File: src/rtl/icosoc_mod_extirq_multi.sv
// icosoc_mod_extirq_multi
//   Multi-channel external interrupt controller on the icosoc ctrl register bus.
//   Each pin is synchronised, debounced and checked against per-channel
//   hi/lo/rise/fall trigger selects. The selected conditions set sticky PENDING
//   bits. PENDING & ENABLE drives a single registered ctrl_irq.
//
//   Ports
//     clk        system clock, all logic on the rising edge
//     resetn     asynchronous active-low reset
//     ctrl_wr    register write request
//     ctrl_rd    register read request
//     ctrl_addr  register byte address
//     ctrl_wdat  write data
//     ctrl_rdat  registered read data, non-zero only while ctrl_done=1
//     ctrl_done  one-cycle access-complete pulse
//     ctrl_irq   registered level interrupt request
//     pins       package pins. The pad ring places a pulled-up SB_IO input
//                buffer on each pin, so the idle level is 1.
//
//   Register map
//     0x00 CONFIG  R/W, nibble i = {hi, lo, re, fe} for channel i
//     0x04 PENDING R, write-1-to-clear
//     0x08 ENABLE  R/W
//     0x0C STATE   R, filtered pin levels
//     0x10 FILTER  R/W, debounce threshold in cycles
module icosoc_mod_extirq_multi #(
  parameter int CLOCK_FREQ_HZ = 0,
  parameter int NUM_PINS      = 4,
  parameter int FILTER_W      = 8
) (
  input  logic                clk,
  input  logic                resetn,
  input  logic                ctrl_wr,
  input  logic                ctrl_rd,
  input  logic [7:0]          ctrl_addr,
  input  logic [31:0]         ctrl_wdat,
  output logic [31:0]         ctrl_rdat,
  output logic                ctrl_done,
  output logic                ctrl_irq,
  input  logic [NUM_PINS-1:0] pins
);

  localparam int CFG_W = 4 * NUM_PINS;

  typedef enum logic [7:0] {
    REG_CONFIG  = 8'h00,
    REG_PENDING = 8'h04,
    REG_ENABLE  = 8'h08,
    REG_STATE   = 8'h0C,
    REG_FILTER  = 8'h10
  } reg_addr_e;

  logic [NUM_PINS-1:0] sync1_q, sync2_q;
  logic [NUM_PINS-1:0] filt_q, filt_d;
  logic [NUM_PINS-1:0] prev_q;
  logic [FILTER_W-1:0] cnt_q [NUM_PINS];
  logic [FILTER_W-1:0] cnt_d [NUM_PINS];

  logic [CFG_W-1:0]    cfg_q, cfg_d;
  logic [NUM_PINS-1:0] en_q, en_d;
  logic [NUM_PINS-1:0] pend_q, pend_d;
  logic [FILTER_W-1:0] filter_q, filter_d;

  logic [31:0]         rdat_q, rdat_d;
  logic                done_q, done_d;
  logic                irq_q, irq_d;

  logic                access, wr_en, rd_en;
  logic [31:0]         rd_val;
  logic [NUM_PINS-1:0] w1c;
  logic [NUM_PINS-1:0] trig;

  logic                unused_bits;
  assign unused_bits = ^{ctrl_wdat, CLOCK_FREQ_HZ != 0};

  // Debounce: the counter measures how long sync has disagreed with filt.
  // It is compared before incrementing, so the level moves once the
  // disagreement has lasted FILTER+1 cycles. FILTER=0 therefore gives a
  // single cycle of delay. A FILTER write below the running count takes
  // effect on the next edge.
  always_comb begin
    for (int unsigned i = 0; i < NUM_PINS; i++) begin
      filt_d[i] = filt_q[i];
      cnt_d[i]  = cnt_q[i];
      if (sync2_q[i] == filt_q[i]) begin
        cnt_d[i] = '0;
      end else if (cnt_q[i] >= filter_q) begin
        filt_d[i] = sync2_q[i];
        cnt_d[i]  = '0;
      end else if (cnt_q[i] != '1) begin
        cnt_d[i] = cnt_q[i] + FILTER_W'(1);
      end
    end
  end

  always_comb begin
    trig = '0;
    for (int unsigned i = 0; i < NUM_PINS; i++) begin
      trig[i] = (cfg_q[4*i+3] &  filt_q[i])
              | (cfg_q[4*i+2] & ~filt_q[i])
              | (cfg_q[4*i+1] &  filt_q[i] & ~prev_q[i])
              | (cfg_q[4*i]   & ~filt_q[i] &  prev_q[i]);
    end
  end

  // A new request is taken only while ctrl_done is low. A held request
  // therefore completes every other cycle.
  always_comb begin
    access   = (ctrl_wr | ctrl_rd) & ~done_q;
    wr_en    = access & ctrl_wr;
    rd_en    = access & ctrl_rd;
    rd_val   = '0;
    cfg_d    = cfg_q;
    en_d     = en_q;
    filter_d = filter_q;
    w1c      = '0;
    case (ctrl_addr)
      REG_CONFIG: begin
        rd_val[CFG_W-1:0] = cfg_q;
        if (wr_en) cfg_d = ctrl_wdat[CFG_W-1:0];
      end
      REG_PENDING: begin
        rd_val[NUM_PINS-1:0] = pend_q;
        if (wr_en) w1c = ctrl_wdat[NUM_PINS-1:0];
      end
      REG_ENABLE: begin
        rd_val[NUM_PINS-1:0] = en_q;
        if (wr_en) en_d = ctrl_wdat[NUM_PINS-1:0];
      end
      REG_STATE: begin
        rd_val[NUM_PINS-1:0] = filt_q;
      end
      REG_FILTER: begin
        rd_val[FILTER_W-1:0] = filter_q;
        if (wr_en) filter_d = ctrl_wdat[FILTER_W-1:0];
      end
      default: ;
    endcase
    done_d = access;
    rdat_d = rd_en ? rd_val : '0;
    // The OR of trig after the clear lets a same-cycle set win over W1C.
    pend_d = (pend_q & ~w1c) | trig;
    irq_d  = |(pend_q & en_q);
  end

  // The synchroniser, filt and prev reset to 1, which matches the
  // pulled-up idle level. This prevents a false edge when reset is released.
  always_ff @(posedge clk or negedge resetn) begin
    if (!resetn) begin
      sync1_q  <= '1;
      sync2_q  <= '1;
      filt_q   <= '1;
      prev_q   <= '1;
      for (int unsigned i = 0; i < NUM_PINS; i++) cnt_q[i] <= '0;
      cfg_q    <= '0;
      en_q     <= '0;
      pend_q   <= '0;
      filter_q <= '0;
      rdat_q   <= '0;
      done_q   <= 1'b0;
      irq_q    <= 1'b0;
    end else begin
      sync1_q  <= pins;
      sync2_q  <= sync1_q;
      filt_q   <= filt_d;
      prev_q   <= filt_q;
      cnt_q    <= cnt_d;
      cfg_q    <= cfg_d;
      en_q     <= en_d;
      pend_q   <= pend_d;
      filter_q <= filter_d;
      rdat_q   <= rdat_d;
      done_q   <= done_d;
      irq_q    <= irq_d;
    end
  end

  assign ctrl_rdat = rdat_q;
  assign ctrl_done = done_q;
  assign ctrl_irq  = irq_q;

endmodule

File: config.mk
export PLATFORM = sky130hd
export DESIGN_NAME = icosoc_mod_extirq_multi
export DESIGN_NICKNAME = d
export VERILOG_FILES = /design/src/rtl/icosoc_mod_extirq_multi.sv
export SDC_FILE = /design/constraint.sdc
export NUM_CORES = 1
export LEC_CHECK = 0
export ABC_AREA = 1
export CAP_MARGIN = 20
export CORE_MARGIN = 1.5
export CORE_UTILIZATION = 61
export CTS_BUF_LIST = sky130_fd_sc_hd__clkbuf_8
export DETAILED_ROUTE_END_ITERATION = 8
export PLACE_DENSITY = 0.89
export RECOVER_POWER = 50
export SYNTH_ARGS = -nofsm -noshare
export SYNTH_HDL_FRONTEND = slang
export SYNTH_SLANG_ARGS = --single-unit
File: constraint.sdc
create_clock -name clk -period 2.8 [get_ports clk]
set_clock_uncertainty 0.15 [all_clocks]
set_input_delay 0.42 -clock clk [delete_from_list [all_inputs] [get_ports clk]]
set_output_delay 0.42 -clock clk [all_outputs]
set_load 0.02 [all_outputs]
Yosys cells after proc, flatten, opt, wreduce, memory -nomap -nowiden
Index checks and enable logic that the tools add are counted.
{ "op_classes": {"add_sub_neg": 4, "order_cmp": 4, "eq_ne": 12, "muxes": 18, "n_bitwise": 57, "reduce_logical": 13} }
{ "op_table": {"columns": ["op", "n"], "rows": [
  ["2-to-1 mux 8 bit", 13],
  ["adder 8 x 1 -> 8 bit, second input constant", 4],
  [">= comparator 8 bit", 4],
  ["!= test 8 bit, second input constant", 4],
  ["bitwise AND 1 bit", 27],
  ["case mux 4 bit (5 select lines)", 1],
  ["equality test 8 x 4 -> 1 bit, second input constant", 2],
  ["2-to-1 mux 16 bit", 1],
  ["AND reduction 2 bit", 7],
  ["NOT 1 bit", 13],
  ["OR 1 bit", 13],
  ["nonzero test 3 bit", 4],
  ["bitwise AND 4 bit", 2],
  ["equality test 8 x 3 -> 1 bit, second input constant", 1],
  ["equality test 8 x 5 -> 1 bit, second input constant", 1],
  ["zero test 8 bit", 1],
  ["2-to-1 mux 4 bit", 2],
  ["case mux 4 bit (2 select lines)", 1],
  ["equality test 1 bit", 4],
  ["NOT 4 bit", 1],
  ["OR 4 bit", 1],
  ["OR reduction 4 bit", 1]
]} }
{ "totals": {"reg_bits": 98, "output_inout_bits": 34, "wordCells": 126} }

Depth between registers and ports, before layout
Gate-level depths: netlist (run 1).
{ "logic_depth": {"depth_word": 8, "ltp_mapped": 11} }

Worst setup path before layout (run 1)
No wires, ideal clock.
{ "synth_timing": {"path_type": "register -> register", "from": "register filter_q[5]", "to": "register cnt_q[16] (netlist bit)", "setup_ns": 0.074, "arrival_ns": 1.399, "required_ns": 2.576, "setup_slack_ns": 1.177, "path_stages_with_launch": 8, "n_path_buf": 0, "period_less_slack_ns": 1.623, "path_cell_list": "dfrtp_1 > inv_1 > ha_1 > a21oi_1 > nor2_1 > nor2_1 > nand3_1 > nor2_1"} }
{ "synth_between": {"elab_chain_cells": 3, "elab_cells_between_ends": 4, "classes_between": "order compare (1); mux (2); reduce/logical (1)"} }
{ "synth_rtl": {"columns": ["element", "line_no", "text"], "rows": [
  ["start: declaration", "62", "logic [FILTER_W-1:0] filter_q, filter_d;"],
  ["start signal: assignment", "171", "filter_q <= filter_d;"],
  [">= comparator 8 bit (*)", "87", "end else if (cnt_q[i] >= filter_q) begin"],
  ["2-to-1 mux 8 bit", "87", null],
  ["2-to-1 mux 8 bit", "85", "if (sync2_q[i] == filt_q[i]) begin"],
  ["end signal: assignment", "167", "cnt_q <= cnt_d;"],
  ["end: declaration", "56", "logic [FILTER_W-1:0] cnt_q [NUM_PINS];"]
]} }
Mark *: on every way between the ends. The rest lies on a longest branch, timed or not.
A chain may end at the register's enable or synchronous reset.

==> implementation parameters, run 1 <==
Parameter                              Value

Clocking
  Clock Sink Count ... 98
  Root cell of the clock tree ... sky130_fd_sc_hd__clkbuf_8
  CTS buffer count ... 9
  CTS tree ... built
  Clock Pin Slew Worst Setup and Hold Paths ... 90 ps
  H-tree levels ... 3
  Max Buffers Root-to-Sink ... 2
  Latest clock arrival within the worst-skew pair ... 380 ps

Die
  Initial Util ... 62.4%
  Num rows ... 34
  Area enclosed by the die boundary ... 0.00941 mm²
  Core Region ... about 0.0086 mm²
  Die Width ... slightly below 100 µm
  Die Y-Extent ... 97.0 µm
  IO Pins ... 82

Layout
  Final cell count without fillers ... 832
  Layout Area Growth over Synthesis ... 13.4%
  Layout cell share with drive strength beyond 1 ... 9.12%
  Final net count ... around 800
  Inserted Diodes ... 0

STA
  Post-route clock period utilization ... 77.9%
  Setup_tns ... 0 ps
  Shortest period the worst path allows ... 2180 ps
  Setup Viol. Count Final ... 0
  Slew Limit Headroom ... roughly a tenth
  Setup repair after global routing missed its margin ... false
  Achievable Freq ... 459 MHz
  Hold Fails Final Rpt ... 0
  Final-layout worst hold slack ... 210 ps
  Final Max Tran Viols ... 0
  Slew @ Worst Pin ... 1350 ps

Setup path
  Delay contributed by the slowest stage of the critical path ... 980 ps
  Worst r2r path cells ... 6
  Worst setup path class ... input pin to asynchronous set/reset pin
  Critical Path Fanout Max ... 55
  Critical path required time ... roughly 3100 ps
  Crit path top cell by count ... sky130_fd_sc_hd__clkbuf_2
  Reg2Reg Setup Slack ... 680 ps
  Endpoint class of the critical path ... asynchronous set/reset pin
  Arrival time worst endpoint ... 2510 ps
  Cells along the critical path ... dlygate4sd3_1, clkbuf_2, clkbuf_2
  Reg2Reg Capture Point ... cnt_q[20]$_DFFE_PN0P_
  Startpoint of the worst register-to-register path ... filter_q[7]$_DFFE_PN0P_
  Critical Path Start Type ... input pin
  Slowest CP cell ... sky130_fd_sc_hd__clkbuf_2

Logic synthesis
  Count of flip-flops with a built-in enable after synthesis ... 0
  Dominant combinational cell family by area after synthesis ... simple AND/OR/NAND/NOR gates
  Area fraction of the dominant cell type after synthesis ... 38.1%
  Sequential area share after synthesis ... between 40 and 50%
  Most numerous cell types in the synthesized netlist ... sky130_fd_sc_hd__nand2_1 (164), sky130_fd_sc_hd__nor2_1 (90), sky130_fd_sc_hd__dfrtp_1 (82)
  Share of flip-flops with an asynchronous set or reset after synthesis ... 100%
  Post-synthesis instance area ... roughly 0.0054 mm²
  Mux cell area share after synthesis ... 0%
  Mapped Avg Cell Area ... roughly 8 µm²
  Adder-Cell Fraction of Synth Area ... around 8.4%
  Seq cells post-synth ... around 100
  Simple-gate portion of the synthesized area ... between 20% and 30%
  Most common cell in the netlist ... sky130_fd_sc_hd__nand2_1
  Yosys Warn Count ... 0
  Share of the synthesized netlist area taken by xor and xnor gates ... 1.46%
  Dominant cells by area after synthesis ... sky130_fd_sc_hd__dfrtp_1 (38%), sky130_fd_sc_hd__nand2_1 (11%), sky130_fd_sc_hd__ha_1 (8.4%)
  Ys flop type ... sky130_fd_sc_hd__dfrtp_1
  Count of unique library cells instantiated by Yosys ... 36
  Area leader, netlist ... sky130_fd_sc_hd__dfrtp_1
  Post-Synthesis Cells ... around 660
  Compound-gate portion of the synthesized area ... roughly 7.3%

Hold path
  Type of the tightest min-delay check ... register to register
  Launch point of the worst hold path ... sync1_q[0]$_DFF_PN1_
  Number of stages on the worst hold path ... 0
  Endpoint of the worst hold path ... sync2_q[0]$_DFF_PN1_

Detailed routing
  Average wire length per cell after detail routing ... 14.2 µm
  Top layer in use ... met4
  Length of routed wiring on met1 ... 5.12 mm
  Detailed Route WL ... 11.8 mm
  DRC marker count from the first detailed-route iteration ... 274
  Remaining DRCs ... 0
  Detail Route met3 WL ... about 660 µm
  Count of TritonRoute iterations in the first routing pass ... 5
  Routed vias ... 4,523
  Total met2 wirelength after detailed routing ... approximately 5.7 mm
  Post-detailed-route via-to-cell ratio ... 5.44
  Antenna-violating nets left ... 0

Global routing
  Antenna violations before repair ... 0
  Wire length of the first global-routing pass ... 20.1 mm
  Pin count of the biggest net entering global routing ... 56
  Via count of the first global-routing pass ... roughly 4,500
  GR Overflow Total ... 0
  GRT Total Usage ... 26.6%

Job
  Max capacitance violation total ... 0

Place
  Placed wire-length estimate after detailed placement ... ~8.6 mm
  Routability congestion estimate ... around 0.93
  Number of input and output port buffers inserted ... 49
  Placed Instances ... 815

Outcome
  Run status ... complete, no violations

Power
  Power density over the cells ... 441 mW/mm²
  Static Leak ... 3.04 nW
  Max rail drop VDD ... roughly 0.26 mV
-- worst max path at each step --
stage | startpoint | to | slack (ps) | cells past startpoint
floorplan | filter_q[5]$_DFFE_PN0P_ | cnt_q[16]$_DFFE_PN0P_ | 1180 | 7
global placement | ctrl_addr[3] | filter_q[1]$_DFFE_PN0P_ | 600 | 7
detailed placement | ctrl_addr[7] | pend_q[3]$_DFF_PN0_ | 540 | 7
CTS | filter_q[7]$_DFFE_PN0P_ | cnt_q[22]$_DFFE_PN0P_ | 710 | 6
global route | resetn | filt_q[2]$_DFFE_PN1P_ | 370 | 3
finish | resetn | filt_q[2]$_DFFE_PN1P_ | 620 | 3
-- sequential cells by signal, summed over array words and instances (netlist names) --
name / count
sync2_q: 4
filter_q: 8
prev_q: 4
filt_q: 4
ctrl_irq: 1
cfg_q: 16
pend_q: 4
cnt_q: 32
ctrl_done: 1
en_q: 4
ctrl_rdat: 16
sync1_q: 4
-- layout make-up --
class,count,area [µm²]
Multi-Input combinational cell,479,2510
Fill cell,629,2520
Clock buffer,10,138
Tap cell,108,135
Sequential cell,98,2470
Clock inverter,6,53.8
Timing Repair Buffer,54,519
Inverter,77,289
-- repair_timing --
item	4_1_cts	5_1_grt
setup buffers	0	0
endpoints found under the hold margin	43	0
hold buffers	1	0
gates resized for setup	0	0
-- per-stage QoR --
| step | power [W] | instance area (µm²) | setup slack (ps) | utilization [%] |
|---|---|---|---|---|
| finish | 0.00270 | 6110 | 620 | 70.8 |
| detailed placement | 0.00182 | 5920 | 536 | 68.6 |
| global placement | 0.00180 | 5920 | 600 | 68.6 |
| CTS | 0.00271 | 6120 | 713 | 70.9 |
| global route | 0.00281 | 6110 | 374 | 70.8 |
| floorplan | 0.00170 | 5450 | 1180 | - |
-- critical path: cells and delay by family --
kind | cells | cell delay (ps)
buffers and inverters | 3 | 2040
-- routing by layer --
layer	GRT usage, %	up-vias
li1	-	2205
met1	34.5	2123
met2	42.4	155
met3	5.85	40
met4	12.8	0
met5	0	-
-- kinds of logic (layout without fill, tap and decap cells) --
| kind of cell | count (synthesis) | after routing |
|---|---|---|
| compound gates | 66 | 66 |
| xor+xnor | 9 | 9 |
| fa+ha+maj | 36 | 36 |
| buf+inv | 99 | 147 |
| flops | 98 | 98 |
| other cells | 1 | 16 |
| simple gates | 352 | 352 |
-- where the power goes --
group          internal [W]  total (W)  switching, W
sequential          0.00147    0.00151     0.0000405
combinational      0.000103   0.000281      0.000178
clock              0.000367   0.000907      0.000541
total               0.00194    0.00270      0.000759
-- layout by cell type, fill, tap and decap left out, types with 2 or more instances in the layout --
cell type                           n
sky130_fd_sc_hd__nor2_2             3
sky130_fd_sc_hd__dfstp_1            4
sky130_fd_sc_hd__nand3_2            2
sky130_fd_sc_hd__dlygate4sd3_1      5
sky130_fd_sc_hd__inv_2              4
sky130_fd_sc_hd__o21a_1             3
sky130_fd_sc_hd__o21bai_1           3
sky130_fd_sc_hd__nor2_4             2
sky130_fd_sc_hd__nand3_1           62
sky130_fd_sc_hd__nand2_4            2
sky130_fd_sc_hd__dfstp_2           12
sky130_fd_sc_hd__buf_4              2
sky130_fd_sc_hd__nor3_1             5
sky130_fd_sc_hd__dfrtp_1           82
sky130_fd_sc_hd__inv_6              4
sky130_fd_sc_hd__clkbuf_8          10
sky130_fd_sc_hd__a21oi_1           13
sky130_fd_sc_hd__nor2_1            90
sky130_fd_sc_hd__nand3b_1           3
sky130_fd_sc_hd__conb_1            16
sky130_fd_sc_hd__o21ai_0           20
sky130_fd_sc_hd__ha_1              36
sky130_fd_sc_hd__nand2_1          164
sky130_fd_sc_hd__o21ai_1           14
sky130_fd_sc_hd__clkdlybuf4s50_1   44
sky130_fd_sc_hd__or2_2              7
sky130_fd_sc_hd__o21ai_2            8
sky130_fd_sc_hd__clkbuf_2           2
sky130_fd_sc_hd__inv_1             72
sky130_fd_sc_hd__xor2_1             9
sky130_fd_sc_hd__nand2_2            4
sky130_fd_sc_hd__nand4_1            6
No activity file was read; power rests on OpenSTA's default activity.
==> inputs of run 2 (changes only) <==
--- a/config.mk
+++ b/config.mk
@@ -8,10 +8,10 @@
 export ABC_AREA = 1
 export CAP_MARGIN = 20
 export CORE_MARGIN = 1.5
-export CORE_UTILIZATION = 61
+export CORE_UTILIZATION = 51
 export CTS_BUF_LIST = sky130_fd_sc_hd__clkbuf_8
 export DETAILED_ROUTE_END_ITERATION = 8
-export PLACE_DENSITY = 0.89
+export PLACE_DENSITY = 0.79
 export RECOVER_POWER = 50
 export SYNTH_ARGS = -nofsm -noshare
 export SYNTH_HDL_FRONTEND = slang
==> constraint.sdc (replaced) <==
create_clock -name clk -period 1.96 [get_ports clk]
set_clock_uncertainty 0.15 [all_clocks]
set_input_delay 0.294 -clock clk [delete_from_list [all_inputs] [get_ports clk]]
set_output_delay 0.294 -clock clk [all_outputs]
set_load 0.02 [all_outputs]
==> run 2 against run 1 <==
  * Count of clock-buffer cells in the layout decreased by 1
  * Wire length decreased by 3.5%
  * Critical path depth increased by 6
  * Power is 39% higher
  * Global-route usage fell by 4.4 points
  * Sequential share of layout area decreased by 0.91 points
  * First-iteration DRC count up 4.0%
  * Register-to-register slack lost 560 ps
  * Via count shrank 2.2%
==> implementation parameters, run 2 (same netlist as run 1, synthesis figures left out) <==
Parameter                              Value

Outcome
  Run status ... complete, no violations

Setup path
  Endpoint class of the critical path ... register
  Cells along the critical path ... inv_1, ha_1, nand2_1, nor2_1, nor2_1, nand2_1, nand2_1, nand3_2, nor2_1
  Worst setup path class ... register to register
  Startpoint of the worst register-to-register path ... filter_q[3]$_DFFE_PN0P_
  Arrival time worst endpoint ... 1990 ps (-520 ps)
  Reg2Reg Setup Slack ... 120 ps (-560 ps)
  Critical path required time ... 2110 ps (-1020 ps)
  Critical Path Fanout Max ... 7 (-87%)
  Reg2Reg Capture Point ... cnt_q[17]$_DFFE_PN0P_
  Critical Path Start Type ... register
  Delay contributed by the slowest stage of the critical path ... 410 ps (-570 ps)
  Slowest CP cell ... sky130_fd_sc_hd__dfrtp_1
  Worst r2r path cells ... 9 (+3)

Layout
  Largest reg by FF count ... cnt_q
  Layout cell share with drive strength beyond 1 ... 11.6% (+2.5 points)
  Layout Area Growth over Synthesis ... 16.0%
  Number of fillers in the final layout ... 893 (+42%)
  Inserted Diodes ... 0 (unchanged)
  Number of flip-flops under the largest register name ... 32 (unchanged)
  Most common library cell in the layout ignoring fill and taps ... sky130_fd_sc_hd__nand2_1
  Most frequent cells in the layout ... sky130_fd_sc_hd__nand2_1 (164), sky130_fd_sc_hd__nor2_1 (89), sky130_fd_sc_hd__dfrtp_1 (82), sky130_fd_sc_hd__inv_1 (70), sky130_fd_sc_hd__nand3_1 (58)
  Final cell count without fillers ... 870 (+4.6%)
  Final net count ... 813 (+1.2%)

Detailed routing
  Length of routed wiring on met1 ... 5.22 mm (+2.0%)
  DRC marker count from the first detailed-route iteration ... 285 (+4.0%)
  Top layer in use ... met4
  Average wire length per cell after detail routing ... 13.1 µm (-7.7%)
  Routed vias ... 4,424 (-2.2%)
  Count of TritonRoute iterations in the first routing pass ... 5 (unchanged)
  Total met2 wirelength after detailed routing ... 5.32 mm (-6.0%)
  Post-detailed-route via-to-cell ratio ... 5.09 (-6.5%)
  Detail Route met3 WL ... 521 µm (-21%)
  Remaining DRCs ... 0 (unchanged)
  Detailed Route WL ... 11.4 mm (-3.5%)
  Antenna-violating nets left ... 0 (unchanged)

STA
  Hold Fails Final Rpt ... 0 (unchanged)
  Setup repair after global routing missed its margin ... true
  Slew Limit Headroom ... 47.3% (+37 points)
  Slew @ Worst Pin ... 791 ps (-558 ps)
  Shortest period the worst path allows ... 1840 ps
  Final-layout worst hold slack ... 210 ps (+0.864 ps)
  Setup Viol. Count Final ... 0 (unchanged)
  Achievable Freq ... 542 MHz
  Final Max Tran Viols ... 0 (unchanged)
  Post-route clock period utilization ... a little over nine tenths
  Setup_tns ... 0 ps (unchanged)

Clocking
  CTS buffer count ... 9 (unchanged)
  Max Buffers Root-to-Sink ... 2 (unchanged)
  Latest clock arrival within the worst-skew pair ... 370 ps (about the same)
  Postcts setup bufs ... 0 (unchanged)
  CTS tree ... built
  Root cell of the clock tree ... sky130_fd_sc_hd__clkbuf_8
  Clock Pin Slew Worst Setup and Hold Paths ... 100 ps (about the same)
  H-tree levels ... 3 (unchanged)
  Clock Sink Count ... 98 (unchanged)

Die
  Num rows ... 37 (+8.8%)
  Area enclosed by the die boundary ... 0.0112 mm² (+19%)
  Core Region ... 0.0103 mm² (+19%)
  Die Y-Extent ... 106 µm (+9.1%)
  IO Pins ... 82 (unchanged)
  Initial Util ... 52.4% (-10 points)
  Die Width ... 106 µm (+9.1%)

Global routing
  Via count of the first global-routing pass ... 4,318 (-4.0%)
  Wire length of the first global-routing pass ... 19.6 mm (-2.5%)
  GR Overflow Total ... 0 (unchanged)
  GRT Total Usage ... 22.1% (-4.4 points)
  Pin count of the biggest net entering global routing ... 40 (-29%)
  Antenna violations before repair ... 0 (unchanged)

Power
  Static Leak ... 3.10 nW (+2.0%)
  Max rail drop VDD ... 0.463 mV (+80%)
  Total design power ... 0.00375 W (+39%)
  Power density over the cells ... 600 mW/mm² (+36%)

Hold path
  Launch point of the worst hold path ... sync1_q[0]$_DFF_PN1_
  Endpoint of the worst hold path ... sync2_q[0]$_DFF_PN1_
  Type of the tightest min-delay check ... register to register
  Number of stages on the worst hold path ... 0 (unchanged)

Job
  Max capacitance violation total ... 0 (unchanged)

Place
  Placed Instances ... 853 (+4.7%)
  Number of input and output port buffers inserted ... 49 (unchanged)
  Routability congestion estimate ... 0.932 (-0.29%)
  Placed wire-length estimate after detailed placement ... 8.63 mm (+0.82%)
==> run 2: cell types whose count changed in the layout (fill, tap and decap cells not counted), sizes merged <==
| cell | delta |
|---|---|
| buf | +11 |
| clkbuf | -2 |
| clkinv | +3 |
| inv | -2 |
==> run 2: power breakdown <==
part | leakage [nW] | internal (W) | switching [W]
clock network | 0.0937 | 0.000464 | 0.000709
logic | 1.74 | 0.000161 | 0.000260
registers | 1.27 | 0.00210 | 0.0000576
==> run 2: worst max-delay path, delay by kind of cell (launching register included) <==
kind          cells  cell delay [ps]
fa+ha+maj         1              270
buf+inv           1              150
simple gates      7              780
flops             1              410
==> run 2: how the worst max path moves through the flow <==
stage	start	end	slack [ps]	depth (start not counted)
after global placement	ctrl_addr[1]	filter_q[0]$_DFFE_PN0P_	9	7
after detailed placement	filter_q[7]$_DFFE_PN0P_	cnt_q[30]$_DFFE_PN0P_	-30	8
after CTS	filter_q[5]$_DFFE_PN0P_	cnt_q[30]$_DFFE_PN0P_	7	6
after global routing	filter_q[1]$_DFFE_PN0P_	cnt_q[21]$_DFFE_PN0P_	-10	9
final	filter_q[3]$_DFFE_PN0P_	cnt_q[17]$_DFFE_PN0P_	120	9
after floorplan	filter_q[5]$_DFFE_PN0P_	cnt_q[16]$_DFFE_PN0P_	340	7
==> run 2: metrics by stage <==
stage / worst slack [ps] / cell area (µm²) / utilization, %
after floorplan: 337 / 5450 / -
after global placement: 9.45 / 6060 / 58.9
after detailed placement: -27.7 / 6060 / 58.9
after CTS: 6.87 / 6240 / 60.7
after global routing: -13.1 / 6250 / 60.8
final: 116 / 6250 / 60.8
==> run 2: cell type report <==
type | count | area, µm² | area share (%)
Multi-Input combinational cell | 479 | 2540 | 40.6
Sequential cell | 98 | 2470 | 39.5
Timing Repair Buffer | 64 | 613 | 9.80
Inverter | 77 | 289 | 4.62
Tap cell | 136 | 170 | 2.72
Clock buffer | 9 | 124 | 1.98
Clock inverter | 7 | 48.8 | 0.780
==> run 2: timing repair <==
item | 4_1_cts | 5_1_grt
endpoints found under the hold margin | 26 | 0
endpoints found under the setup margin | 31 | 33
pin swaps | 0 | 1
resized for setup | 2 | 8
hold buffers | 1 | 0
==> run 2: layer usage <==
layer	GRT usage (%)	vias to the layer above
met3	3.83	29
met5	0	-
met1	29.3	2068
met2	36.3	108
li1	-	2219
met4	8.59	0
